File: config.mk
export PLATFORM = sky130hd
export DESIGN_NAME = uart_rx_param
export DESIGN_NICKNAME = d
export VERILOG_FILES = /design/src/rtl/uart_pkg.sv /design/src/rtl/uart_rx_fifo.sv /design/src/rtl/uart_rx_param.sv
export SDC_FILE = /design/constraint.sdc
export NUM_CORES = 1
export LEC_CHECK = 0
export ABC_CLOCK_PERIOD_IN_PS = 3400
export CAP_MARGIN = 40
export CORE_MARGIN = 4
export CORE_UTILIZATION = 35
export CTS_BUF_LIST = sky130_fd_sc_hd__clkbuf_4 sky130_fd_sc_hd__clkbuf_8 sky130_fd_sc_hd__clkbuf_16
export CTS_CLUSTER_DIAMETER = 40
export DETAILED_ROUTE_END_ITERATION = 10
export PLACE_DENSITY = 0.57
export RECOVER_POWER = 100
export SLEW_MARGIN = 25
export SYNTH_ARGS = -nofsm -noshare
export SYNTH_HDL_FRONTEND = slang
export SYNTH_SLANG_ARGS = --single-unit
File: constraint.sdc
create_clock -name clk -period 3.4 [get_ports clk]
set_input_delay 0.51 -clock clk [delete_from_list [all_inputs] [get_ports clk]]
set_output_delay 0.51 -clock clk [all_outputs]
set_load 0.01 [all_outputs]
File: src/rtl/uart_pkg.sv
// Shared UART receiver definitions: FSM state type and oversampling constants.
// Build option: UART_RX_PARITY_EN adds the PARITY state.
package uart_pkg;

  localparam int unsigned OVERSAMPLE = 16;  // ticks per serial bit
  localparam int unsigned MID_SAMPLE = 7;   // start-bit sample tick
  localparam int unsigned TICK_W     = 4;   // holds 0..OVERSAMPLE-1

  typedef enum logic [2:0] {
    IDLE   = 3'd0,
    START  = 3'd1,
    DATA   = 3'd2,
    STOP   = 3'd4
`ifdef UART_RX_PARITY_EN
    , PARITY = 3'd3
`endif
  } state_e;

endpackage

File: src/rtl/uart_rx_fifo.sv
// Receive FIFO with first-word fall-through head; power-of-two depth.
module uart_rx_fifo
  import uart_pkg::*;
#(
  parameter int unsigned WIDTH = 8,
  parameter int unsigned DEPTH = 8
) (
  input  logic                     clk,
  input  logic                     rst,
  input  logic                     push_i,
  input  logic [WIDTH-1:0]         wdata_i,
  input  logic                     pop_i,
  output logic [WIDTH-1:0]         rdata_o,
  output logic                     full_o,
  output logic                     empty_o,
  output logic [$clog2(DEPTH):0]   count_o
);

  localparam int unsigned AW = $clog2(DEPTH);

  logic [WIDTH-1:0] mem_q [DEPTH];
  logic [AW-1:0]    wr_ptr_q;
  logic [AW-1:0]    rd_ptr_q;
  logic [AW:0]      count_q;
  logic             do_push_c;
  logic             do_pop_c;

  assign empty_o   = (count_q == '0);
  assign full_o    = (count_q == (AW+1)'(DEPTH));
  // A pop on a full FIFO frees the slot the same cycle, so push may proceed.
  assign do_pop_c  = pop_i && !empty_o;
  assign do_push_c = push_i && (!full_o || do_pop_c);
  assign rdata_o   = empty_o ? '0 : mem_q[rd_ptr_q];
  assign count_o   = count_q;

  // Storage array; contents are don't-care while empty.
  always_ff @(posedge clk) begin
    if (do_push_c) begin
      mem_q[wr_ptr_q] <= wdata_i;
    end
  end

  // Pointers wrap modulo DEPTH; occupancy tracks accepted pushes and pops.
  always_ff @(posedge clk) begin
    if (!rst) begin
      wr_ptr_q <= '0;
      rd_ptr_q <= '0;
      count_q  <= '0;
    end else begin
      if (do_push_c) wr_ptr_q <= wr_ptr_q + AW'(1);
      if (do_pop_c)  rd_ptr_q <= rd_ptr_q + AW'(1);
      case ({do_push_c, do_pop_c})
        2'b10:   count_q <= count_q + (AW+1)'(1);
        2'b01:   count_q <= count_q - (AW+1)'(1);
        default: count_q <= count_q;
      endcase
    end
  end

endmodule

File: src/rtl/uart_rx_param.sv
// UART receiver: 16x oversampling, configurable frame, receive FIFO, sticky errors.
// Build option: define UART_RX_PARITY_EN to add a parity bit (PARITY_ODD selects odd).
module uart_rx_param
  import uart_pkg::*;
#(
  parameter int unsigned BAUD_DIV   = 27,
  parameter int unsigned DATA_BITS  = 8,
  parameter int unsigned STOP_BITS  = 1,
  parameter int unsigned FIFO_DEPTH = 8
`ifdef UART_RX_PARITY_EN
  , parameter bit        PARITY_ODD = 1'b0
`endif
) (
  input  logic                          clk,
  input  logic                          rst,
  input  logic                          rxd,
  input  logic                          rd_en,
  input  logic                          err_clr,
  output logic [DATA_BITS-1:0]          rd_data,
  output logic                          rd_valid,
  output logic [$clog2(FIFO_DEPTH):0]   fifo_count,
  output logic                          busy,
  output logic                          frame_err,
  output logic                          overrun_err,
  output logic                          parity_err
);

  localparam int unsigned BAUD_W = $clog2(BAUD_DIV);
  localparam int unsigned BIT_W  = $clog2(DATA_BITS + 1);

  logic                 sync1_q, sync2_q, rx_prev_q;
  logic [BAUD_W-1:0]    baud_cnt_q;
  state_e               state_q, state_d;
  logic [TICK_W-1:0]    tick_cnt_q, tick_cnt_d;
  logic [BIT_W-1:0]     bit_cnt_q, bit_cnt_d;
  logic [DATA_BITS-1:0] shift_q, shift_d;
  logic                 busy_q;
  logic                 frame_err_q, overrun_err_q;
  logic                 tick_c, fall_c, mid_c;
  logic                 push_c, frame_set_c, overrun_set_c;
  logic                 fifo_full, fifo_empty;
`ifdef UART_RX_PARITY_EN
  logic                 parity_err_q;
  logic                 parity_set_c;
`endif

  assign tick_c = (baud_cnt_q == BAUD_W'(BAUD_DIV - 1));
  assign fall_c = rx_prev_q && !sync2_q;
  assign mid_c  = tick_c && (tick_cnt_q == TICK_W'(OVERSAMPLE - 1));

  // Line synchronizer, edge history and free-running oversample divider.
  always_ff @(posedge clk) begin
    if (!rst) begin
      sync1_q    <= 1'b1;
      sync2_q    <= 1'b1;
      rx_prev_q  <= 1'b1;
      baud_cnt_q <= '0;
    end else begin
      sync1_q    <= rxd;
      sync2_q    <= sync1_q;
      rx_prev_q  <= sync2_q;
      baud_cnt_q <= tick_c ? '0 : baud_cnt_q + BAUD_W'(1);
    end
  end

  // Receiver state register.
  always_ff @(posedge clk) begin
    if (!rst) begin
      state_q    <= IDLE;
      tick_cnt_q <= '0;
      bit_cnt_q  <= '0;
      shift_q    <= '0;
      busy_q     <= 1'b0;
    end else begin
      state_q    <= state_d;
      tick_cnt_q <= tick_cnt_d;
      bit_cnt_q  <= bit_cnt_d;
      shift_q    <= shift_d;
      busy_q     <= (state_d != IDLE);
    end
  end

  // Frame sequencing: start qualification, bit sampling, stop check.
  always_comb begin
    state_d     = state_q;
    tick_cnt_d  = tick_cnt_q;
    bit_cnt_d   = bit_cnt_q;
    shift_d     = shift_q;
    push_c      = 1'b0;
    frame_set_c = 1'b0;
`ifdef UART_RX_PARITY_EN
    parity_set_c = 1'b0;
`endif
    if (state_q != IDLE && tick_c) begin
      tick_cnt_d = tick_cnt_q + TICK_W'(1);
    end
    case (state_q)
      IDLE: begin
        if (fall_c) begin
          state_d    = START;
          tick_cnt_d = '0;
          bit_cnt_d  = '0;
        end
      end
      START: begin
        if (tick_c && tick_cnt_q == TICK_W'(MID_SAMPLE)) begin
          tick_cnt_d = '0;
          state_d    = sync2_q ? IDLE : DATA;
        end
      end
      DATA: begin
        if (mid_c) begin
          shift_d = {sync2_q, shift_q[DATA_BITS-1:1]};
          if (bit_cnt_q == BIT_W'(DATA_BITS - 1)) begin
            bit_cnt_d = '0;
`ifdef UART_RX_PARITY_EN
            state_d   = PARITY;
`else
            state_d   = STOP;
`endif
          end else begin
            bit_cnt_d = bit_cnt_q + BIT_W'(1);
          end
        end
      end
`ifdef UART_RX_PARITY_EN
      PARITY: begin
        if (mid_c) begin
          parity_set_c = (^shift_q) ^ sync2_q ^ PARITY_ODD;
          state_d      = STOP;
        end
      end
`endif
      STOP: begin
        if (mid_c) begin
          if (!sync2_q) begin
            frame_set_c = 1'b1;
            state_d     = IDLE;
          end else if (bit_cnt_q == BIT_W'(STOP_BITS - 1)) begin
            push_c  = 1'b1;
            state_d = IDLE;
          end else begin
            bit_cnt_d = bit_cnt_q + BIT_W'(1);
          end
        end
      end
      default: state_d = IDLE;
    endcase
  end

  assign overrun_set_c = push_c && fifo_full && !(rd_en && !fifo_empty);

  // Sticky error flags; a set event outranks a simultaneous clear.
  always_ff @(posedge clk) begin
    if (!rst) begin
      frame_err_q   <= 1'b0;
      overrun_err_q <= 1'b0;
    end else begin
      if (frame_set_c)        frame_err_q   <= 1'b1;
      else if (err_clr)       frame_err_q   <= 1'b0;
      if (overrun_set_c)      overrun_err_q <= 1'b1;
      else if (err_clr)       overrun_err_q <= 1'b0;
    end
  end

`ifdef UART_RX_PARITY_EN
  // Sticky parity flag; the word is still delivered on mismatch.
  always_ff @(posedge clk) begin
    if (!rst)              parity_err_q <= 1'b0;
    else if (parity_set_c) parity_err_q <= 1'b1;
    else if (err_clr)      parity_err_q <= 1'b0;
  end
  assign parity_err = parity_err_q;
`else
  assign parity_err = 1'b0;
`endif

  uart_rx_fifo #(
    .WIDTH (DATA_BITS),
    .DEPTH (FIFO_DEPTH)
  ) u_fifo (
    .clk     (clk),
    .rst     (rst),
    .push_i  (push_c),
    .wdata_i (shift_q),
    .pop_i   (rd_en),
    .rdata_o (rd_data),
    .full_o  (fifo_full),
    .empty_o (fifo_empty),
    .count_o (fifo_count)
  );

  assign rd_valid    = !fifo_empty;
  assign busy        = busy_q;
  assign frame_err   = frame_err_q;
  assign overrun_err = overrun_err_q;

endmodule

==> metrics.cfg <==
[setup_path]
end_kind=flip-flop
crit_fanout=5
cp.arrival_ns=3.39
cp_data_required_time_ns=3.67
startpoint=bit_cnt_q[0]
critical_path_class=flip-flop to flip-flop
rr_startpoint=bit_cnt_q[0]
start_kind=flip-flop

[timing]
slew_headroom_pct=38.1
setup_slack_ns=0.279
skew_ns=0.00709
drv_slew=0
setup_tns_ns=0
setup_viol=0
worst_slew_pin_slew_ns=0.928
timing.hold.ws_ns=0.410
layout_min_cycle_time_ns=3.12
fmax_ghz=0.320
hold_viol_final=0
grt_setup_unrepaired=false
final.period_utilization_pct=91.8

[detailed_routing]
initialDrtViolationCount=136
route.detailed.drc=0
num_vias=2629
vias_per_cell=4.90
wl_per_cell_um=15.9
drtAntennaViolNets=0
wirelength_mm=8.52
drt-pass1-iter-count=4

[clocking]
ctsHtreeMaxLevel=3
cts_tree=built
cts_sinks=107
path_clk_slew_ns=0.07
cts_resized=0
clock_latency_ns=0.35
clk_path_buf_depth=2
hold_buffers=0
cts_root_buffer=clkbuf_16
numCtsBuffers=9
cts_setup_buffers=0

[place]
place_ws_ns=0.307
gp_congestion=0.816
port_buffers=20
dp_hpwl_mm=5.45

[job]
drv_cap=0

[cells_and_area]
n_antenna_cell=0
nNetsFinal=375
fill_cells=1221
final_cell_mix=edfxtp_1, dfxtp_1, nor2_1, mux2i_1, mux4_2
multi_input_area_um2=1570
final_common_cell=edfxtp_1
area_growth_pct=14.0
drive_gt1_share_pct=12.1
regArea_um2=2780

[power_and_ir_drop]
p_seq_share_pct=56.9
switching_power_mw=0.494
p_leak_nw=1.73
power_per_cell_area_nw_per_um2=467
ir_drop_uv=330
p_clk_share_pct=41.8
netSwitchingFraction_pct=20.5
power.internal_mw=1.91
combPwrFrac_pct=1.3

[yosys]
synthXorXnorAreaFrac_pct=2.52
synth_compound_area_share_pct=4.41
syn-cell-area_um2=4510
syn-mean-instance-area_um2=13.5
ys_ff_latch=107
synth_top_family_by_area=simple AND/OR/NAND/NOR gates
syn_nets=349
synth-edff-count=64
synth-adder-area-share_pct=2.77
synthArstFlopShare_pct=0
synth_mux_area_share_pct=12.2
yosys.area_share.simple_pct=12.7
yosysUniqueCellTypes=48
ys_warn_count=0
postSynthCellCount=334
synth-seq-area-share_pct=61.7
synth-main-ff-cell=edfxtp_1

[floorplanning]
design.portCount=22
dieArea_um2=14800
die_y_um=122
fp.dieW_um=122
start_util_pct=35.8
core_area_um2=12600
rows=41

[global_routing]
first_global_vias=2598
grt_overflow=0
antenna_found_initial=0
grt_pass1_wl_mm=13.9
grt.total_usage_pct=12.3
grt_max_degree=20

[min_path]
min-delay-path-class=flip-flop to flip-flop
hp-start=sync1_q

[run_status]
status=completed

-- worst paths after layout --
path | end | slack, ns | cells after the start
setup / recovery | u_fifo.count_o[2] | 0.28 | 12
hold / removal | sync2_q | 0.41 | 1
setup reg to reg | u_fifo.count_o[2] | 0.28 | 12
hold reg to reg | sync2_q | 0.41 | 1
-- through the flow --
stage	cells	cell area (um^2)	util, %	power (mW)
finish	537	5140	40.8	2.40
CTS	537	5200	41.2	2.43
global route	537	5140	40.8	2.50
global placement	521	4910	38.9	1.43
floorplan	334	4510	-	1.42
detailed placement	521	4910	38.9	1.43
-- cells by family (layout without fill, tap and decap cells) --
logic type / after synthesis / in the layout
other cells: 1 / 1
xor+xnor: 13 / 13
fa+ha+maj: 10 / 10
flops: 107 / 107
buf+inv: 27 / 58
mux: 35 / 35
compound gates: 34 / 34
simple gates: 107 / 107
-- power groups by stage --
stage / clock network, mW / logic (mW) / registers [mW]
final: 1.01 / 0.0316 / 1.37
after global routing: 1.09 / 0.0362 / 1.37
after CTS: 1.03 / 0.0335 / 1.37
after detailed placement: 0 / 0.0331 / 1.40
after global placement: 0 / 0.0329 / 1.40
after floorplan: 0 / 0.0202 / 1.40
-- worst max-delay path, cell delays in order (launching register included) --
cell,delay [ns]
dfxtp_1,0.35
inv_1,0.07
ha_1,0.13
or3b_2,0.48
or2_0,0.23
or4_1,0.50
ha_1,0.27
xor2_1,0.16
ha_1,0.19
a21oi_1,0.15
xor2_1,0.10
or3_1,0.31
a21oi_1,0.13
-- registers in the layout, indices dropped and copies added, names as in the netlist, 4 cells and up, named ones only --
name	flops
u_fifo.mem_q	64
tick_cnt_q	4
bit_cnt_q	4
baud_cnt_q	5
u_fifo.count_o	4
shift_q	8
-- area by class of cell --
class	instances	share of cell area [%]
Tap cell	172	4.18
Clock inverter	5	0.778
Timing Repair Buffer	34	5.13
Clock buffer	11	4.79
Sequential cell	107	54.1
Inverter	8	0.584
Multi-Input combinational cell	200	30.4
-- cells in the mapped netlist (3+ instances only) --
cell | number | share of area [%]
a21oi_1 | 13 | 1.4
buf_1 | 4 | 0.33
clkbuf_1 | 9 | 0.75
dfxtp_1 | 43 | 19
edfxtp_1 | 64 | 43
ha_1 | 10 | 2.8
inv_1 | 7 | 0.58
mux2i_1 | 19 | 4.2
mux4_2 | 16 | 8.0
nand2_1 | 11 | 0.92
nand2b_1 | 5 | 0.69
nand3_1 | 5 | 0.55
nand3b_1 | 3 | 0.50
nor2_1 | 41 | 3.4
nor2b_1 | 6 | 0.83
nor3_1 | 6 | 0.67
nor3b_1 | 4 | 0.67
nor4b_1 | 3 | 0.58
o21ai_0 | 12 | 1.3
or3_1 | 5 | 0.69
or4_1 | 3 | 0.50
xnor2_1 | 4 | 0.78
xor2_1 | 9 | 1.7
-- layer usage --
metal	vias up	global-route usage, %	part of all wire (%)
met3	11	3.11	3.4
met2	44	19.9	49
met1	1297	16.6	47
li1	1277	-	-
met5	-	0	0
met4	0	3.43	1.3
Power figures use the tool's default switching activity.
